## config.mk

```make
export PLATFORM = sky130hd
export DESIGN_NAME = dct_transpose_buf
export DESIGN_NICKNAME = d
export VERILOG_FILES = /design/src/rtl/dct_pkg.sv /design/src/rtl/dct_tp_bank.sv /design/src/rtl/dct_transpose_buf.sv
export SDC_FILE = /design/constraint.sdc
export NUM_CORES = 2
export LEC_CHECK = 0
export BUFFER_PORTS_ARGS = -buffer_cell sky130_fd_sc_hd__buf_2
export CORE_UTILIZATION = 45
export DETAILED_ROUTE_END_ITERATION = 10
export PLACE_DENSITY_LB_ADDON = 0.1
export SLEW_MARGIN = 20
export SYNTH_ARGS = -nofsm -noshare
export SYNTH_HDL_FRONTEND = slang
export SYNTH_SLANG_ARGS = --single-unit
```

## constraint.sdc

```tcl
create_clock -name clk -period 30.8 [get_ports clk]
set_input_delay 4.62 -clock clk [delete_from_list [all_inputs] [get_ports clk]]
set_output_delay 4.62 -clock clk [all_outputs]
set_load 0.05 [all_outputs]
```

## src/rtl/dct_pkg.sv

```systemverilog
// Shared constants and types for the 8-point DCT/IDCT datapath
// (1-D transform stages and the row/column transpose buffer).
package dct_pkg;

    localparam int DCT_N      = 8;
    localparam int DCT_IDX_W  = 3;
    localparam int DCT_DATA_W = 16;

    localparam logic [DCT_IDX_W-1:0] DCT_LAST_IDX = DCT_IDX_W'(DCT_N - 1);

    typedef logic signed [DCT_DATA_W-1:0] dct_row_t [DCT_N];

endpackage

```

## src/rtl/dct_tp_bank.sv

```systemverilog
// One 8x8 element register bank: row-wide write port, column-wide
// combinational read port.
module dct_tp_bank
    import dct_pkg::*;
#(
    parameter int DATA_W = DCT_DATA_W,
    parameter int N      = DCT_N
) (
    input  logic                     clk,
    input  logic                     wr_en,
    input  logic [DCT_IDX_W-1:0]     wr_row,
    input  logic signed [DATA_W-1:0] wr_data [N],
    input  logic [DCT_IDX_W-1:0]     rd_col,
    output logic signed [DATA_W-1:0] rd_data [N]
);

    logic signed [DATA_W-1:0] mem [N][N];

    always_ff @(posedge clk) begin
        if (wr_en) begin
            for (int c = 0; c < N; c++) begin
                mem[wr_row][c] <= wr_data[c];
            end
        end
    end

    // Reading down a column is what performs the transpose.
    always_comb begin
        for (int r = 0; r < N; r++) begin
            rd_data[r] = mem[r][rd_col];
        end
    end

endmodule

```

## src/rtl/dct_transpose_buf.sv

```systemverilog
// Ping-pong 8x8 transpose buffer between the DCT row and column passes:
// rows are written into one bank while the other bank is read out by column.
module dct_transpose_buf
    import dct_pkg::*;
#(
    parameter int DATA_W = DCT_DATA_W,
    parameter int N      = DCT_N
) (
    input  logic                     clk,
    input  logic                     rst_n,
    input  logic signed [DATA_W-1:0] in_data [N],
    input  logic                     in_valid,
    output logic                     in_ready,
    output logic signed [DATA_W-1:0] out_data [N],
    output logic                     out_valid,
    input  logic                     out_ready,
    output logic                     out_first,
    output logic                     out_last
);

    logic [1:0]           full;
    logic [1:0]           full_nxt;
    logic                 wr_sel;
    logic                 rd_sel;
    logic [DCT_IDX_W-1:0] wr_cnt;
    logic [DCT_IDX_W-1:0] rd_cnt;

    logic wr_fire;
    logic rd_fire;
    logic wr_done;
    logic rd_done;

    logic signed [DATA_W-1:0] rd_data0 [N];
    logic signed [DATA_W-1:0] rd_data1 [N];

    assign in_ready  = !full[wr_sel];
    assign out_valid = full[rd_sel];

    assign wr_fire = in_valid && in_ready;
    assign rd_fire = out_valid && out_ready;
    assign wr_done = wr_fire && (wr_cnt == DCT_LAST_IDX);
    assign rd_done = rd_fire && (rd_cnt == DCT_LAST_IDX);

    dct_tp_bank #(.DATA_W(DATA_W), .N(N)) u_bank0 (
        .clk     (clk),
        .wr_en   (wr_fire && !wr_sel),
        .wr_row  (wr_cnt),
        .wr_data (in_data),
        .rd_col  (rd_cnt),
        .rd_data (rd_data0)
    );

    dct_tp_bank #(.DATA_W(DATA_W), .N(N)) u_bank1 (
        .clk     (clk),
        .wr_en   (wr_fire && wr_sel),
        .wr_row  (wr_cnt),
        .wr_data (in_data),
        .rd_col  (rd_cnt),
        .rd_data (rd_data1)
    );

    // Fill and drain completions always hit different banks, so both apply.
    always_comb begin
        full_nxt = full;
        if (wr_done) full_nxt[wr_sel] = 1'b1;
        if (rd_done) full_nxt[rd_sel] = 1'b0;
    end

    always_ff @(posedge clk) begin
        if (!rst_n) begin
            full   <= 2'b00;
            wr_sel <= 1'b0;
            rd_sel <= 1'b0;
            wr_cnt <= '0;
            rd_cnt <= '0;
        end else begin
            full <= full_nxt;
            if (wr_fire) begin
                wr_cnt <= wr_cnt + 1'b1;
                if (wr_done) wr_sel <= !wr_sel;
            end
            if (rd_fire) begin
                rd_cnt <= rd_cnt + 1'b1;
                if (rd_done) rd_sel <= !rd_sel;
            end
        end
    end

    always_comb begin
        for (int i = 0; i < N; i++) begin
            out_data[i] = rd_sel ? rd_data1[i] : rd_data0[i];
        end
    end

    assign out_first = (rd_cnt == '0);
    assign out_last  = (rd_cnt == DCT_LAST_IDX);

endmodule

```

# --- After elaboration in Yosys (flattened, before gate mapping) ---
# Memories as Yosys holds them, arrays and structs flattened.
# Cells that the tools add are included.
op_classes:
  n_eq_ne: 2
  magnitude_cmp: 5
  n_reduce_logical: 14
  addsub: 2
  bitwise_logic: 4
  muxes: 70
ops:
  columns: ["cell", "count"]
  rows:
  - ["16-bit binary-select mux with 3-bit select", 16]
  - ["16-bit two-way mux", 40]
  - ["1-bit two-way mux", 10]
  - ["1-bit logical AND", 8]
  - ["3-bit by 1-bit adder with 3-bit output, second input constant", 2]
  - ["3-bit == test, second input constant", 2]
  - ["4-bit >= comparator, second input constant", 1]
  - ["1-bit by 2-bit less-than comparator with 1-bit output, second input constant", 2]
  - ["2-bit two-way mux", 2]
  - ["3-bit NOT with 4-bit output", 1]
  - ["2-bit AND reduction", 2]
  - ["1-bit logical NOT", 3]
  - ["3-bit logical NOT", 1]
  - ["2-bit bitwise AND", 1]
  - ["1-bit demux with 1-bit select", 2]
  - ["1-bit >= comparator, second input constant", 2]
  - ["2-bit NOT", 1]
  - ["2-bit bitwise OR", 1]
totals:
  register_bits: 10
  memories: 2
  ram_bits: 2048
mem_list:
  columns: ["memory", "words", "width", "rd", "rd_ports_with_merged_regs", "wr", "line", "rtl"]
  rows:
  - ["u_bank0.mem", 8, 128, 8, 0, 1, "dct_tp_bank.sv:17", "logic signed [DATA_W-1:0] mem [N][N];"]
  - ["u_bank1.mem", 8, 128, 8, 0, 1, "dct_tp_bank.sv:17", null]

# --- Longest topological paths before layout ---
logic_depth:
  word_depth: 8
  ltp_mapped: 9
  ltp_nobuf: 5

# --- Hierarchy ---
# Synthesis repeated with hierarchy kept, for this count alone.
unflattened:
  cells_unflattened: 3184
  area_unflattened_um2: 80056.8
by_module_without_submodules:
  columns: ["module", "area_per_inst_um2", "cells_per_inst", "seq_area_each_um2", "instances"]
  rows:
  - ["dct_tp_bank", 39001.2, 1492, 30749.5, 2]
  - ["dct_transpose_buf", 2054.5, 200, 200.2, 1]

# --- Worst setup path before layout ---
# OpenSTA, ideal clock, no wires.
synth_path:
  path_kind: "input to register"
  start: "in in_valid"
  end: "mem u_bank1.mem[0][0] (netlist name), enable pin"
  cell_stages: 4
  arrival_ps: 13939
  setup_slack_ps: 16088
  t_required_ps: 30027
  setup_ps: 773
  path_cell_list: "clkbuf_1 nand2_1 or3_1 nor3_1"
synth_via:
  elab_chain_cells: 4
synth_lines:
  columns: ["item", "line", "rtl"]
  rows:
  - ["start: declaration", "dct_transpose_buf.sv:12", "input logic in_valid,"]
  - ["1-bit logical AND", "dct_transpose_buf.sv:39", "assign wr_fire = in_valid && in_ready;"]
  - ["1-bit logical AND", "dct_transpose_buf.sv:55", ".wr_en (wr_fire && wr_sel),"]
  - ["1-bit two-way mux", "dct_tp_bank.sv:20", "if (wr_en) begin"]
  - ["1-bit two-way mux (not written as such)", "dct_tp_bank.sv:22", "mem[wr_row][c] <= wr_data[c];"]
  - ["end: declaration", "dct_tp_bank.sv:17", null]
# No other way between the ends.

==> run metrics <==
status complete, no violations; TritonCTS Buffers 210; setup total negative slack 0 ns; fin cells 6,372; Final setup viols 0; Final Instance Area 88,200 um2; initial antenna violation count 8; Post-CTS Resized 0; post-synthesis mux area share 0.144; max_slew headroom 0.212; Max Clk Rate between 0.09 and 0.1 GHz; Reg clk slew, reported paths 0.06 ns; Final Hold Viols 0; CTS sink cnt 2,058; Vias between 30,000 and 40,000; tightest hold margin 0.567 ns; full die area ~180,000 um2; Final ANT Viol Nets 0; EDFF count, synth about 2,000; GRT Util Overall 0.222; total leakage power approximately 27 nW; sequential area share after synthesis 0.790; largest family of logic cells by synthesized area multiplexers; PD cells ~63 nW/um2; clock latency on the worst-skew pair slightly above 0.8 ns; commonest cells after routing, fill and taps aside edfxtp_1 (2,048), mux4_2 (328), mux2i_1 (294); Post-Synth Adder-Cell Area 0.000801; register bit count reported by yosys approximately 2,100; Worst Path Required about 26 ns; IO Count approximately 260; Port Buffers around 260; CTS tree built; critical-path cell list buf_12 > buf_4 > buf_4 > buf_4 > mux4_1 > a22oi_1 > nand2_1 > buf_2; Pwr Total roughly 0.0056 W; Max Cap Violations 0; placed cell areas roughly 82,000 um2; crit path DAT 6.14 ns; RePlAce Congestion between 0.7 and 0.8; worst-path maximum fanout 90; CTS max path bufs 3; Worst setup EP type output port; fin. max-slew vios 0; First-pass DRT Iterations 5; placed cells between 5,000 and 6,000; Tmin final between 10 and 15 ns; Initial Util 0.454; RSZ-0062 raised after global routing no; CTS H-tree lvls 4; most common library cell in the layout ignoring fill and taps edfxtp_1; maximum vdd drop between 0.05 and 0.06 mV; Worst Skew ~0.020 ns; simple-gate portion of the synthesized area 0.0149; Syn Inst Count 3,538; CTS Hold Bufs 0; Post-Synth XOR/XNOR Area 0.000336; HP Class reg -> reg; Slowest cell on crit path buf_4; die width between 400 and 500 um; clk root buf clkbuf_16; Synth Warn # 0; dpl hpwl 103 mm; Placement Rows around 150; fraction of layout cells with a size suffix above 1 0.237; ys flop type edfxtp_1; vias in the first global route 37,621; Yosys cell types 40; Setup CP Type reg -> out; Async SR Flop Fraction 0; syn nets between 3,000 and 4,000; final period utilization 0.349; CP most frequent cell buf_4; Startpoint Class register; Synth-to-Final Area Change 12.9%; largest net degree at the start of global routing around 130; DRT iter0 DRCs between 3,000 and 4,000; Synth Area in Compound Gates 0.0337; grt total ovfl 0; Residual DRC 0; Via density 5.77; number of setup buffers added after CTS 0; Avg WL per Cell about 30 um; Mapped Avg Cell Area ~22 um2; Largest stage delay, worst path around 0.86 ns; # nets final about 4,000; first-pass GRT wire length about 280 mm; synthesized area approximately 78,000 um2; DRT Wirelength 194 mm; Placeable Area between 150,000 and 200,000 um2; DIE HEIGHT around 420 um; Slew @ Worst Pin approximately 1.2 ns
==> logic make-up (layout without fill, tap and decap cells) <==
| family | after synthesis | count (layout) |
|---|---|---|
| multiplexers | 657 | 657 |
| adder cells (fa/ha/maj) | 5 | 5 |
| flip-flops | 2058 | 2058 |
| AO/OA/AOI/OAI | 348 | 348 |
| XOR/XNOR | 3 | 3 |
| AND/OR/NAND/NOR | 263 | 263 |
| other | 0 | 4 |
| buffers and inverters | 204 | 724 |
==> critical path: cells and delay by family (launching register included) <==
family	cells	cell delay, ns
AO/OA/AOI/OAI	1	0.21
flip-flops	1	0.79
multiplexers	1	0.65
buffers and inverters	5	3.25
AND/OR/NAND/NOR	1	0.19
==> metrics by stage <==
step                 util  setup WS, ns
floorplan               -         16.09
global placement    0.476         20.67
detailed placement  0.476         20.65
CTS                 0.513         19.71
global route        0.513         19.49
finish              0.513         20.04
==> registers in the layout (all words and copies together) (netlist names) <==
register / cells
u_bank1.mem: 1024
wr_cnt: 3
rd_cnt: 3
wr_sel: 1
full: 2
u_bank0.mem: 1024
rd_sel: 1
==> per-layer routing <==
layer	share of wire	vias up	global-route usage	routed length [um]
li1	-	15690	-	-
met1	0.43	19803	0.309	84100
met2	0.50	1022	0.366	96600
met3	0.046	255	0.0324	8990
met4	0.024	0	0.0657	4660
met5	0	-	0	0
==> synthesized netlist by cell type, types with 6 or more instances <==
| library cell | number | area, um2 |
|---|---|---|
| a2111oi_0 | 7 | 61.3 |
| a211oi_1 | 7 | 52.6 |
| a221o_1 | 7 | 70.1 |
| a221oi_1 | 6 | 52.6 |
| a22o_1 | 9 | 78.8 |
| a22oi_1 | 292 | 2190 |
| and2_1 | 6 | 37.5 |
| buf_2 | 69 | 345 |
| buf_4 | 36 | 270 |
| buf_6 | 31 | 349 |
| clkbuf_1 | 54 | 203 |
| dfxtp_1 | 10 | 200 |
| edfxtp_1 | 2048 | 61500 |
| mux2i_1 | 294 | 2940 |
| mux4_1 | 34 | 893 |
| mux4_2 | 328 | 7390 |
| nand2_1 | 138 | 518 |
| nand2b_1 | 6 | 37.5 |
| nand3_1 | 68 | 340 |
| nor2_1 | 21 | 78.8 |
| nor2b_1 | 14 | 87.6 |
==> final timing paths <==
kind                                 from             endpoint  slack [ns]  cells after the start
worst max-delay path            rd_cnt[0]          out_data[0]       20.04                      8
worst min-delay path            wr_cnt[1]            wr_cnt[1]        0.57                      2
worst max register to register     wr_sel  u_bank0.mem[6][115]       27.43                      6
worst min register to register  wr_cnt[1]            wr_cnt[1]        0.57                      2
==> where the power goes <==
part	internal, W	total, W	switching, W
Sequential	0.00312	0.00312	0.00000668
Clock	0.00130	0.00234	0.00105
Combinational	0.0000200	0.000121	0.000101
Total	0.00443	0.00559	0.00116
==> area by class of cell <==
| class | instances | area, um2 |
|---|---|---|
| fillers | 13767 | 83700 |
| clock inverters | 115 | 797 |
| well taps | 2310 | 2890 |
| diodes | 4 | 10.0 |
| flip-flops and latches | 2058 | 61700 |
| inverters | 4 | 15.0 |
| multi-input cells | 1276 | 15300 |
| clock buffers | 268 | 5470 |
| repair buffers | 337 | 1980 |
No activity file was read; power rests on OpenSTA's default activity.
